`config.mk`:
```
export PLATFORM = sky130hd
export DESIGN_NAME = packet_length_meter_flat
export DESIGN_NICKNAME = d
export VERILOG_FILES = /design/src/rtl/packet_length_meter_if.sv /design/src/rtl/packet_length_meter.sv /design/src/flat_wrapper.sv
export SDC_FILE = /design/constraint.sdc
export NUM_CORES = 1
export LEC_CHECK = 0
export CORE_MARGIN = 3
export CORE_UTILIZATION = 46
export DETAILED_ROUTE_END_ITERATION = 10
export PLACE_DENSITY = 0.74
export SETUP_SLACK_MARGIN = 0.2
export SYNTH_ARGS = -nofsm -noshare
export SYNTH_HDL_FRONTEND = slang
export SYNTH_SLANG_ARGS = --single-unit
export TNS_END_PERCENT = 10
```
`constraint.sdc`:
```
create_clock -name clk_i -period 4.2 [get_ports clk_i]
set_input_delay 0.42 -clock clk_i [delete_from_list [all_inputs] [get_ports clk_i]]
set_output_delay 0.42 -clock clk_i [all_outputs]
set_load 0.005 [all_outputs]
```
`src/rtl/packet_length_meter_if.sv`:
```
// Stream-tap and result bundle for packet_length_meter.
// The master drives the observed stream; the slave (the meter) returns per-packet results.
interface packet_length_meter_if #(
    parameter int KEEP_WIDTH        = 8,
    parameter int QUEUE_ID_WIDTH    = 1,
    parameter int PACKET_SIZE_WIDTH = 16
);
    logic                         s_valid_i;
    logic                         s_ready_i;
    logic [KEEP_WIDTH-1:0]        s_keep_i;
    logic                         s_last_i;
    logic                         s_err_i;
    logic [QUEUE_ID_WIDTH-1:0]    q_id_i;

    logic [QUEUE_ID_WIDTH-1:0]    c_id_o;
    logic [PACKET_SIZE_WIDTH-1:0] p_len_o;
    logic                         count_o;
    logic [31:0]                  drop_cnt_o;
    logic [31:0]                  oversize_cnt_o;

    modport master (
        output s_valid_i, s_ready_i, s_keep_i, s_last_i, s_err_i, q_id_i,
        input  c_id_o, p_len_o, count_o, drop_cnt_o, oversize_cnt_o
    );

    modport slave (
        input  s_valid_i, s_ready_i, s_keep_i, s_last_i, s_err_i, q_id_i,
        output c_id_o, p_len_o, count_o, drop_cnt_o, oversize_cnt_o
    );
endinterface

```
`src/rtl/packet_length_meter.sv`:
```
// Passive stream tap: sums bytes per packet from the keep popcount and reports length,
// queue id, aborted-packet count and saturated-length count, all from registers.
module packet_length_meter #(
    parameter int KEEP_WIDTH        = 8,
    parameter int QUEUE_ID_WIDTH    = 1,
    parameter int PACKET_SIZE_WIDTH = 16
) (
    input logic                   clk_i,
    input logic                   rst_n_i,
    packet_length_meter_if.slave  s
);
    localparam int PC_W  = $clog2(KEEP_WIDTH + 1);
    // One spare bit above the wider operand so an overflowing sum is still visible.
    localparam int SUM_W = ((PACKET_SIZE_WIDTH > PC_W) ? PACKET_SIZE_WIDTH : PC_W) + 1;
    localparam logic [SUM_W-1:0] LEN_MAX = SUM_W'({PACKET_SIZE_WIDTH{1'b1}});

    typedef enum logic {IDLE, IN_PKT} state_e;

    state_e                       state_q, state_d;
    logic [PACKET_SIZE_WIDTH-1:0] acc_q, acc_d;
    logic                         ovf_q, ovf_d;
    logic [QUEUE_ID_WIDTH-1:0]    id_q, id_d;
    logic                         count_q, count_d;
    logic [QUEUE_ID_WIDTH-1:0]    c_id_q, c_id_d;
    logic [PACKET_SIZE_WIDTH-1:0] p_len_q, p_len_d;
    logic [31:0]                  drop_q, drop_d;
    logic [31:0]                  ovs_q, ovs_d;

    logic                         beat;
    logic                         first;
    logic [SUM_W-1:0]             sum;
    logic                         sat;
    logic [PACKET_SIZE_WIDTH-1:0] len_new;
    logic                         ovf_new;
    logic [QUEUE_ID_WIDTH-1:0]    id_new;

    function automatic logic [SUM_W-1:0] popcount(input logic [KEEP_WIDTH-1:0] k);
        logic [SUM_W-1:0] n;
        n = '0;
        for (int i = 0; i < KEEP_WIDTH; i++) n = n + SUM_W'(k[i]);
        return n;
    endfunction

    function automatic logic [31:0] sat_inc(input logic [31:0] v);
        return (v == 32'hFFFF_FFFF) ? v : v + 32'd1;
    endfunction

    assign beat    = s.s_valid_i & s.s_ready_i;
    assign first   = (state_q == IDLE);
    assign sum     = (first ? '0 : SUM_W'(acc_q)) + popcount(s.s_keep_i);
    assign sat     = (sum > LEN_MAX);
    assign len_new = sat ? {PACKET_SIZE_WIDTH{1'b1}} : sum[PACKET_SIZE_WIDTH-1:0];
    assign ovf_new = sat | (~first & ovf_q);
    assign id_new  = first ? s.q_id_i : id_q;

    // NOTE: every _d gets its hold value first, so no path through this block can infer a latch.
    always_comb begin
        state_d = state_q;
        acc_d   = acc_q;
        ovf_d   = ovf_q;
        id_d    = id_q;
        count_d = 1'b0;
        c_id_d  = c_id_q;
        p_len_d = p_len_q;
        drop_d  = drop_q;
        ovs_d   = ovs_q;

        if (beat) begin
            acc_d = len_new;
            ovf_d = ovf_new;
            id_d  = id_new;
            if (s.s_last_i) begin
                state_d = IDLE;
                if (s.s_err_i) begin
                    drop_d = sat_inc(drop_q);
                end else begin
                    count_d = 1'b1;
                    c_id_d  = id_new;
                    p_len_d = len_new;
                end
                if (ovf_new) ovs_d = sat_inc(ovs_q);
            end else begin
                state_d = IN_PKT;
            end
        end
    end

    // NOTE: state uses non-blocking assignments so every register samples pre-edge values.
    always_ff @(posedge clk_i or negedge rst_n_i) begin
        if (!rst_n_i) begin
            state_q <= IDLE;
            acc_q   <= '0;
            ovf_q   <= 1'b0;
            id_q    <= '0;
            count_q <= 1'b0;
            c_id_q  <= '0;
            p_len_q <= '0;
            drop_q  <= '0;
            ovs_q   <= '0;
        end else begin
            state_q <= state_d;
            acc_q   <= acc_d;
            ovf_q   <= ovf_d;
            id_q    <= id_d;
            count_q <= count_d;
            c_id_q  <= c_id_d;
            p_len_q <= p_len_d;
            drop_q  <= drop_d;
            ovs_q   <= ovs_d;
        end
    end

    assign s.count_o        = count_q;
    assign s.c_id_o         = c_id_q;
    assign s.p_len_o        = p_len_q;
    assign s.drop_cnt_o     = drop_q;
    assign s.oversize_cnt_o = ovs_q;
endmodule

```
`src/flat_wrapper.sv`:
```
// flat-port wrapper written by rule: the top's interface ports become plain ports
module packet_length_meter_flat 
#(
    parameter int KEEP_WIDTH        = 8,
    parameter int QUEUE_ID_WIDTH    = 1,
    parameter int PACKET_SIZE_WIDTH = 16
)
  (clk_i, rst_n_i, s_s_valid_i, s_s_ready_i, s_s_keep_i, s_s_last_i, s_s_err_i, s_q_id_i, s_c_id_o, s_p_len_o, s_count_o, s_drop_cnt_o, s_oversize_cnt_o);
  packet_length_meter_if #(.KEEP_WIDTH(KEEP_WIDTH), .QUEUE_ID_WIDTH(QUEUE_ID_WIDTH), .PACKET_SIZE_WIDTH(PACKET_SIZE_WIDTH)) s_i ();
  input logic clk_i;
  input logic rst_n_i;
  input wire logic [$bits(s_i.s_valid_i)-1:0] s_s_valid_i;
  input wire logic [$bits(s_i.s_ready_i)-1:0] s_s_ready_i;
  input wire logic [$bits(s_i.s_keep_i)-1:0] s_s_keep_i;
  input wire logic [$bits(s_i.s_last_i)-1:0] s_s_last_i;
  input wire logic [$bits(s_i.s_err_i)-1:0] s_s_err_i;
  input wire logic [$bits(s_i.q_id_i)-1:0] s_q_id_i;
  output wire logic [$bits(s_i.c_id_o)-1:0] s_c_id_o;
  output wire logic [$bits(s_i.p_len_o)-1:0] s_p_len_o;
  output wire logic [$bits(s_i.count_o)-1:0] s_count_o;
  output wire logic [$bits(s_i.drop_cnt_o)-1:0] s_drop_cnt_o;
  output wire logic [$bits(s_i.oversize_cnt_o)-1:0] s_oversize_cnt_o;
  assign s_i.s_valid_i = s_s_valid_i;
  assign s_i.s_ready_i = s_s_ready_i;
  assign s_i.s_keep_i = s_s_keep_i;
  assign s_i.s_last_i = s_s_last_i;
  assign s_i.s_err_i = s_s_err_i;
  assign s_i.q_id_i = s_q_id_i;
  assign s_c_id_o = s_i.c_id_o;
  assign s_p_len_o = s_i.p_len_o;
  assign s_count_o = s_i.count_o;
  assign s_drop_cnt_o = s_i.drop_cnt_o;
  assign s_oversize_cnt_o = s_i.oversize_cnt_o;
  packet_length_meter #(.KEEP_WIDTH(KEEP_WIDTH), .QUEUE_ID_WIDTH(QUEUE_ID_WIDTH), .PACKET_SIZE_WIDTH(PACKET_SIZE_WIDTH)) u_core (.clk_i(clk_i), .rst_n_i(rst_n_i), .s(s_i));
endmodule
```
==> results of run 1 <==
[per-layer routing]
metal	up-vias	share of wire, %
li1	2034	-
met1	2093	45
met2	113	47
met3	16	5.9
met4	0	1.9
met5	-	0
[power groups by stage]
stage	logic [uW]	clock network (uW)	registers, uW
after floorplan	368	0	1150
after CTS	661	860	1140
after detailed placement	655	0	1160
after global placement	629	0	1160
final	655	842	1140
after global routing	744	899	1160
[worst register-to-register path, delay by kind of cell, from the launching register on]
family	cells	cell delay (ns)
fa+ha+maj	5	1.90
simple gates	3	0.38
xor+xnor	1	0.15
flops	1	0.40
compound gates	3	0.65
buf+inv	3	0.26
[cell usage in the layout, fill, tap and decap left out, drive strengths merged, types with 20 or more instances in the layout]
cell type,count
inv,20
clkdlybuf4s50,92
nand3,29
buf,27
nor2,46
dfrtp,101
o21ai,21
nand4,24
nand2,54
xnor2,42
xor2,26
[logic make-up (layout without fill, tap and decap cells)]
| kind of cell | Yosys count | in the layout | synth area share, % |
|---|---|---|---|
| fa+ha+maj | 18 | 18 | 4.88 |
| buf+inv | 33 | 154 | 2.49 |
| mux | 9 | 9 | 1.87 |
| compound gates | 77 | 77 | 10.5 |
| flops | 101 | 101 | 48.3 |
| xor+xnor | 68 | 68 | 11.4 |
| simple gates | 208 | 208 | 20.5 |
[area by class of cell]
| type | count | area share (%) |
|---|---|---|
| clock buffer | 10 | 3.50 |
| clock inverter | 5 | 0.862 |
| inverter | 19 | 1.05 |
| multi-input combinational | 380 | 38.2 |
| sequential | 101 | 37.0 |
| tap | 140 | 2.57 |
| timing repair buffer | 120 | 16.8 |
[path summary, 6_finish.rpt]
check,startpoint,endpoint,depth (start not counted)
hold / removal,rst_n_i,u_core.s.p_len_o[0]$_DFFE_PN0P_,1
hold reg to reg,u_core.acc_q[4]$_DFFE_PN0P_,u_core.acc_q[4]$_DFFE_PN0P_,2
setup reg to reg,u_core.state_q$_DFFE_PN0P_,u_core.s.oversize_cnt_o[17]$_DFFE_PN0P_,15
min in group clk_i,u_core.acc_q[4]$_DFFE_PN0P_,u_core.acc_q[4]$_DFFE_PN0P_,2
setup / recovery,s_s_keep_i[1],u_core.s.oversize_cnt_o[17]$_DFFE_PN0P_,17
max in group asynchronous,rst_n_i,u_core.acc_q[6]$_DFFE_PN0P_,2
[flip-flops by register name (all words and copies together) (netlist names)]
signal / flops
u_core.s.p_len_o: 16
u_core.ovf_q: 1
u_core.s.count_o: 1
u_core.s.c_id_o: 1
u_core.state_q: 1
u_core.id_q: 1
u_core.s.oversize_cnt_o: 32
u_core.s.drop_cnt_o: 32
u_core.acc_q: 16
[per-stage QoR]
step	utilization, %	hold slack [ns]	power [uW]	setup slack (ns)	instance area, um2
2_1_floorplan	-	0.124	1520	0.0511	5270
3_3_place_gp	59.0	0.458	1790	-0.276	6470
3_5_place_dp	59.0	0.472	1810	-0.334	6470
4_1_cts	61.7	0.240	2660	0.226	6780
5_1_grt	62.1	0.275	2800	0.189	6820
6_report	62.1	0.198	2640	0.390	6820
[repair_timing]
item                                    CTS  global route
resized for setup                        11             5
endpoints found under the setup margin   56            44
pin swaps                                 9             9
buffers inserted                          1             2
==> impl_summary.log, run 1 <==
[metrics] run status: completed
[metrics] number of cell rows: 38
[metrics] Reg clk slew, reported paths: approximately 0.07 ns
[metrics] overall die height: 113 um
[metrics] net count after synthesis: approximately 550
[metrics] portion of synthesized cell area occupied by the leading cell type: 48.3%
[metrics] combined global-route utilization of all metal layers: 20.1%
[metrics] maximum buffer depth of the clock tree: 2
[metrics] sequential cell fraction of total power: 43.3%
[metrics] Horiz. Die Dim: 113 um
[metrics] biggest area contributors in the synthesized netlist: sky130_fd_sc_hd__dfrtp_1, sky130_fd_sc_hd__xnor2_1, sky130_fd_sc_hd__xor2_1, sky130_fd_sc_hd__nand2_1, sky130_fd_sc_hd__ha_1
[metrics] DRC violation total after the first TritonRoute iteration: roughly 200
[metrics] grt met2 use: roughly a third
[metrics] number of iterations in the first detailed-routing pass: 4
[metrics] wire length per cell after detailed routing: about 16 um
[metrics] number of clock buffers inserted by TritonCTS: 9
[metrics] area of the die: 12700 um2
[metrics] count of flip-flops with a built-in enable after synthesis: 0
[metrics] clock power share: 31.9%
[metrics] switching portion of total power: ~28%
[metrics] clock network latency to the later pin of the worst-skew pair: ~0.34 ns
[metrics] share of cells above drive strength 1: a little under an eighth
[metrics] Placed Cells incl. Taps: 757
[metrics] core footprint: around 11000 um2
[metrics] clk sink count: around 100
[metrics] Post-Synthesis Cell Area: 5230 um2
[metrics] weighted congestion reported at the end of routability-driven placement: between 0.8 and 0.9
[metrics] critical setup path kind: input pin to flop
[metrics] period utilization: approximately nine tenths
[metrics] clock tree from TritonCTS: built
[metrics] crit end category: flop
[metrics] total wirelength of the detailed-routed design: approximately 12 mm
[metrics] Hold Path Class: input pin to asynchronous set/reset pin
[metrics] register cell area after layout: around 2500 um2
[metrics] slowest CP cell: sky130_fd_sc_hd__fa_1
[metrics] final-layout fill cell count: ~930
[metrics] Yosys warnings: 0
[metrics] wire length of the first global-routing pass: about 21 mm
[metrics] final clock skew: between 0.007 and 0.008 ns
[metrics] transition time at the pin with the least slew margin: 0.887 ns
[metrics] maximum fanout count along the critical path: 6
[metrics] number of buffers inserted for hold repair after clock tree synthesis: 0
[metrics] final global-route overflow total: 0
[metrics] antenna violations before repair: 0
[metrics] data required time at the worst endpoint: 4.47 ns
[metrics] area added between synthesis and finish: 30.5%
[metrics] Hold Vio Cnt, Final: 0
[metrics] cell taking the most area after synthesis: sky130_fd_sc_hd__dfrtp_1
[metrics] multi-input gate area in the final layout: approximately 2600 um2
[metrics] Final TNS setup: 0 ns
[metrics] worst rel slew slack: approximately two fifths
[metrics] max-slew violation total from the final report: 0
[metrics] most common cell type on the critical path: sky130_fd_sc_hd__fa_1
[metrics] count leader, synth: sky130_fd_sc_hd__dfrtp_1
[metrics] number of nets at the end of the flow: roughly 660
[metrics] GRT Max-Usage Layer: met2
[metrics] arrival time at the worst endpoint: between 4 and 5 ns
[metrics] fin cells: 775
[metrics] minimum setup slack among reg-to-reg paths: between 0.3 and 0.4 ns
[metrics] estimated wirelength of the detail-placed design: 8.82 mm
[metrics] Via Count: ~4300
[metrics] CTS root buffer: sky130_fd_sc_hd__clkbuf_16
[metrics] ant diodes: 0
[metrics] final-report setup violation count: 0
[metrics] post-route minimum period: 3.81 ns
[metrics] Top FF cell, synth: sky130_fd_sc_hd__dfrtp_1
[metrics] slowest cell delay on critical path: between 0.5 and 0.6 ns
[metrics] H-tree depth: 3
[metrics] number of distinct library cell variants in the gate-level netlist after synthesis: 57
[metrics] number of global-route vias before repair: between 4000 and 5000
[metrics] MaxCap Viol Count: 0
[metrics] Cells after Synth: 514
[metrics] maximum number of pins on one net before global-route repair: just over 70
[metrics] Crit path buffers/inverters: 5
[metrics] series of cell instances along the critical path: buf_6 > ha_4 > inv_2 > fa_1 > fa_1 > fa_1 > inv_1 > ha_2 > inv_2 > fa_2 > nor2b_2 > o31a_1 > o21ai_4 > a211oi_4 > buf_6 > and3_4 > xor2_1
[metrics] Int Pwr: between 1500 and 2000 uW
[metrics] remaining number of nets flagged by the antenna check after routing: 0
[metrics] sequential-to-total area share from yosys stat: about half
[metrics] total power divided by cell area: between 300 and 400 nW/um2
[metrics] power share of the combinational group: around 25%
[metrics] number of placed I/O pins: 97
[metrics] starting density of the core: 47.6%
[metrics] grt met3 use: ~4.5%
[metrics] DRC violations left: 0
[metrics] largest vdd supply drop: around 230 uV
[metrics] total net switching power: between 700 and 800 uW
[metrics] RSZ-0062 raised after global routing: yes
[metrics] Avg Cell Area, Syn: approximately 10 um2
[metrics] I/O Buffers: 96
[metrics] kind of cell adding the most delay to the critical path: adder cells
[metrics] met1 usage in global routing: around a quarter
[metrics] proportion of register bits with asynchronous set or reset after synthesis: between 90% and 100%
[metrics] number of synthesized register bits: around 100
[metrics] startpoint type of the worst setup path: input pin
[metrics] Leak Pwr: between 0.003 and 0.004 uW
[metrics] via density per instance: between 5 and 6
[metrics] Commonest cells post-synth: sky130_fd_sc_hd__dfrtp_1, sky130_fd_sc_hd__nand2_1, sky130_fd_sc_hd__nor2_1, sky130_fd_sc_hd__xnor2_1, sky130_fd_sc_hd__nand3_1
[metrics] maximum clock rate: between 0.2 and 0.3 GHz
(Power assumes the default switching activity.)
==> inputs of run 2 (changes only) <==
--- a/config.mk
+++ b/config.mk
@@ -5,7 +5,7 @@
 export SDC_FILE = /design/constraint.sdc
 export NUM_CORES = 1
 export LEC_CHECK = 0
-export CORE_MARGIN = 3
+export CORE_MARGIN = 10
 export CORE_UTILIZATION = 46
 export DETAILED_ROUTE_END_ITERATION = 10
 export PLACE_DENSITY = 0.74
==> run 2 against run 1 <==
Net effect:
- combinational power grew 3.5%
- utilization is essentially flat
- register-to-register slack is essentially flat
- sequential cell count is the same
==> impl_summary.log, run 2 (same netlist as run 1, synthesis figures left out) <==
[metrics] DRC violation total after the first TritonRoute iteration: roughly 320
[metrics] clock network latency to the later pin of the worst-skew pair: 0.34 ns
[metrics] run status: completed
[metrics] final-report setup violation count: 0
[metrics] PnR Total Power: 2650 uW
[metrics] estimated wirelength of the detail-placed design: 9.43 mm
[metrics] clock tree from TritonCTS: built
[metrics] Leak Pwr: around 0.003 uW
[metrics] maximum buffer depth of the clock tree: 2
[metrics] final global-route overflow total: 0
[metrics] wire length per cell after detailed routing: 16.4 um
[metrics] number of clock buffers inserted by TritonCTS: 9
[metrics] wire length of the first global-routing pass: between 20 and 25 mm
[metrics] maximum clock rate: ~0.26 GHz
[metrics] antenna violations before repair: 0
[metrics] data required time at the worst endpoint: ~4.5 ns
[metrics] ant diodes: 0
[metrics] Horiz. Die Dim: between 100 and 150 um
[metrics] Hold Slack: between 0.2 and 0.25 ns
[metrics] leading cell type in the layout, fill and taps excluded: sky130_fd_sc_hd__dfrtp_1
[metrics] I/O Buffers: 96
[metrics] core footprint: about 11000 um2
[metrics] number of global-route vias before repair: ~4400
[metrics] number of nets at the end of the flow: between 600 and 700
[metrics] number of iterations in the first detailed-routing pass: 4
[metrics] critical setup path kind: input pin to flop
[metrics] maximum fanout count along the critical path: 6
[metrics] H-tree depth: 3
[metrics] arrival time at the worst endpoint: between 4 and 5 ns
[metrics] CTS root buffer: sky130_fd_sc_hd__clkbuf_16
[metrics] crit end category: flop
[metrics] MaxCap Viol Count: 0
[metrics] number of placed I/O pins: 97
[metrics] number of cell rows: 38
[metrics] area added between synthesis and finish: 30.6%
[metrics] minimum setup slack in the final design: 0.359 ns
[metrics] number of buffers inserted for hold repair after clock tree synthesis: 0
[metrics] overall die height: 127 um
[metrics] post-route minimum period: 3.84 ns
[metrics] startpoint type of the worst setup path: input pin
[metrics] share of cells above drive strength 1: 11.1%
[metrics] starting density of the core: a little under half
[metrics] largest vdd supply drop: between 200 and 250 uV
[metrics] weighted congestion reported at the end of routability-driven placement: 0.881
[metrics] total wirelength of the detailed-routed design: about 13 mm
[metrics] placed cell area: 6470 um2
[metrics] worst rel slew slack: 41.1%
[metrics] worst-case setup slack after placement: -0.456 ns
[metrics] remaining number of nets flagged by the antenna check after routing: 0
[metrics] transition time at the pin with the least slew margin: 0.884 ns
[metrics] DRC violations left: 0
[metrics] max-slew violation total from the final report: 0
[metrics] Via Count: ~4300
[metrics] fin cells: 777
[metrics] clk sink count: between 100 and 150
[metrics] Hold Path Class: input pin to asynchronous set/reset pin
[metrics] Layout Cell Area excl Fill: 6830 um2
[metrics] R2R depth: 14
[metrics] most used cells in the layout excluding fill and tap cells: sky130_fd_sc_hd__dfrtp_1, sky130_fd_sc_hd__clkdlybuf4s50_1, sky130_fd_sc_hd__nand2_1
[metrics] total power divided by cell area: 388 nW/um2
[metrics] maximum number of pins on one net before global-route repair: approximately 70
[metrics] Placed Cells incl. Taps: 757
[metrics] period utilization: 91.5%
[metrics] Reg clk slew, reported paths: 0.07 ns
[metrics] via density per instance: 5.53
[metrics] RSZ-0062 raised after global routing: yes
[metrics] Hold Vio Cnt, Final: 0
[metrics] combined global-route utilization of all metal layers: approximately 16%
[metrics] final clock skew: between 0.009 and 0.01 ns
[metrics] area of the die: 16000 um2
run 2: changes by cell type in the layout (fill, tap and decap cells not counted), sizes merged:
cell / before / now
clkbuf: 10 / 12
buf: 27 / 28
clkdlybuf4s15: 0 / 1
clkinvlp: 2 / 1
inv: 20 / 19
run 2: report_power, final:
part / switching [uW] / internal [uW] / leakage (uW) / total (uW)
Clock: 354 / 477 / 0.000139 / 831
Sequential: 76.6 / 1070 / 0.00134 / 1140
Combinational: 317 / 361 / 0.00153 / 678
Total: 748 / 1900 / 0.00301 / 2650
run 2: per-layer routing:
layer / GRT usage, % / wire length, um / vias up
met3: 5.71 / 901 / 12
li1: - / - / 2037
met2: 25.5 / 6060 / 112
met5: 0 / 0 / -
met1: 19.6 / 5690 / 2134
met4: 4.02 / 104 / 0
run 2: what timing repair did:
item | 4_1_cts | 5_1_grt
setup buffers | 2 | 2
gates cloned | 0 | 1
endpoints found under the setup margin | 58 | 22
pin swaps | 9 | 9
gates resized for setup | 8 | 5
run 2: critical path, stage by stage:
cell	delay (ns)
sky130_fd_sc_hd__buf_6	0.09
sky130_fd_sc_hd__ha_4	0.25
sky130_fd_sc_hd__inv_2	0.03
sky130_fd_sc_hd__fa_1	0.46
sky130_fd_sc_hd__fa_1	0.52
sky130_fd_sc_hd__fa_1	0.42
sky130_fd_sc_hd__inv_1	0.07
sky130_fd_sc_hd__ha_2	0.18
sky130_fd_sc_hd__inv_2	0.04
sky130_fd_sc_hd__fa_2	0.34
sky130_fd_sc_hd__nor2b_2	0.13
sky130_fd_sc_hd__o31a_1	0.21
sky130_fd_sc_hd__o21ai_4	0.13
sky130_fd_sc_hd__a2111oi_4	0.41
sky130_fd_sc_hd__and3_1	0.23
sky130_fd_sc_hd__xor2_1	0.17
run 2: layout make-up:
cell class	count	area [um2]
well taps	140	175
fillers	914	4150
clock buffers	12	246
clock inverters	3	46.3
multi-input cells	380	2600
flip-flops and latches	101	2530
repair buffers	122	1160
inverters	19	71.3
run 2: metrics by stage:
stage	utilization [%]	TNS, ns
after floorplan	-	0
after global routing	62.2	0
after global placement	59.0	-9.17
final	62.2	0
after detailed placement	59.0	-16.59
after CTS	61.7	0
run 2: path summary, 6_finish.rpt:
check | from | to | slack (ns)
setup / recovery | s_s_keep_i[1] | u_core.s.oversize_cnt_o[26]$_DFFE_PN0P_ | 0.36
max in group asynchronous | rst_n_i | u_core.s.oversize_cnt_o[18]$_DFFE_PN0P_ | 3.04
hold / removal | rst_n_i | u_core.s.drop_cnt_o[3]$_DFFE_PN0P_ | 0.20
hold reg to reg | u_core.acc_q[4]$_DFFE_PN0P_ | u_core.acc_q[4]$_DFFE_PN0P_ | 0.47
setup reg to reg | u_core.acc_q[0]$_DFFE_PN0P_ | u_core.s.oversize_cnt_o[26]$_DFFE_PN0P_ | 0.38
min in group clk_i | u_core.acc_q[4]$_DFFE_PN0P_ | u_core.acc_q[4]$_DFFE_PN0P_ | 0.47
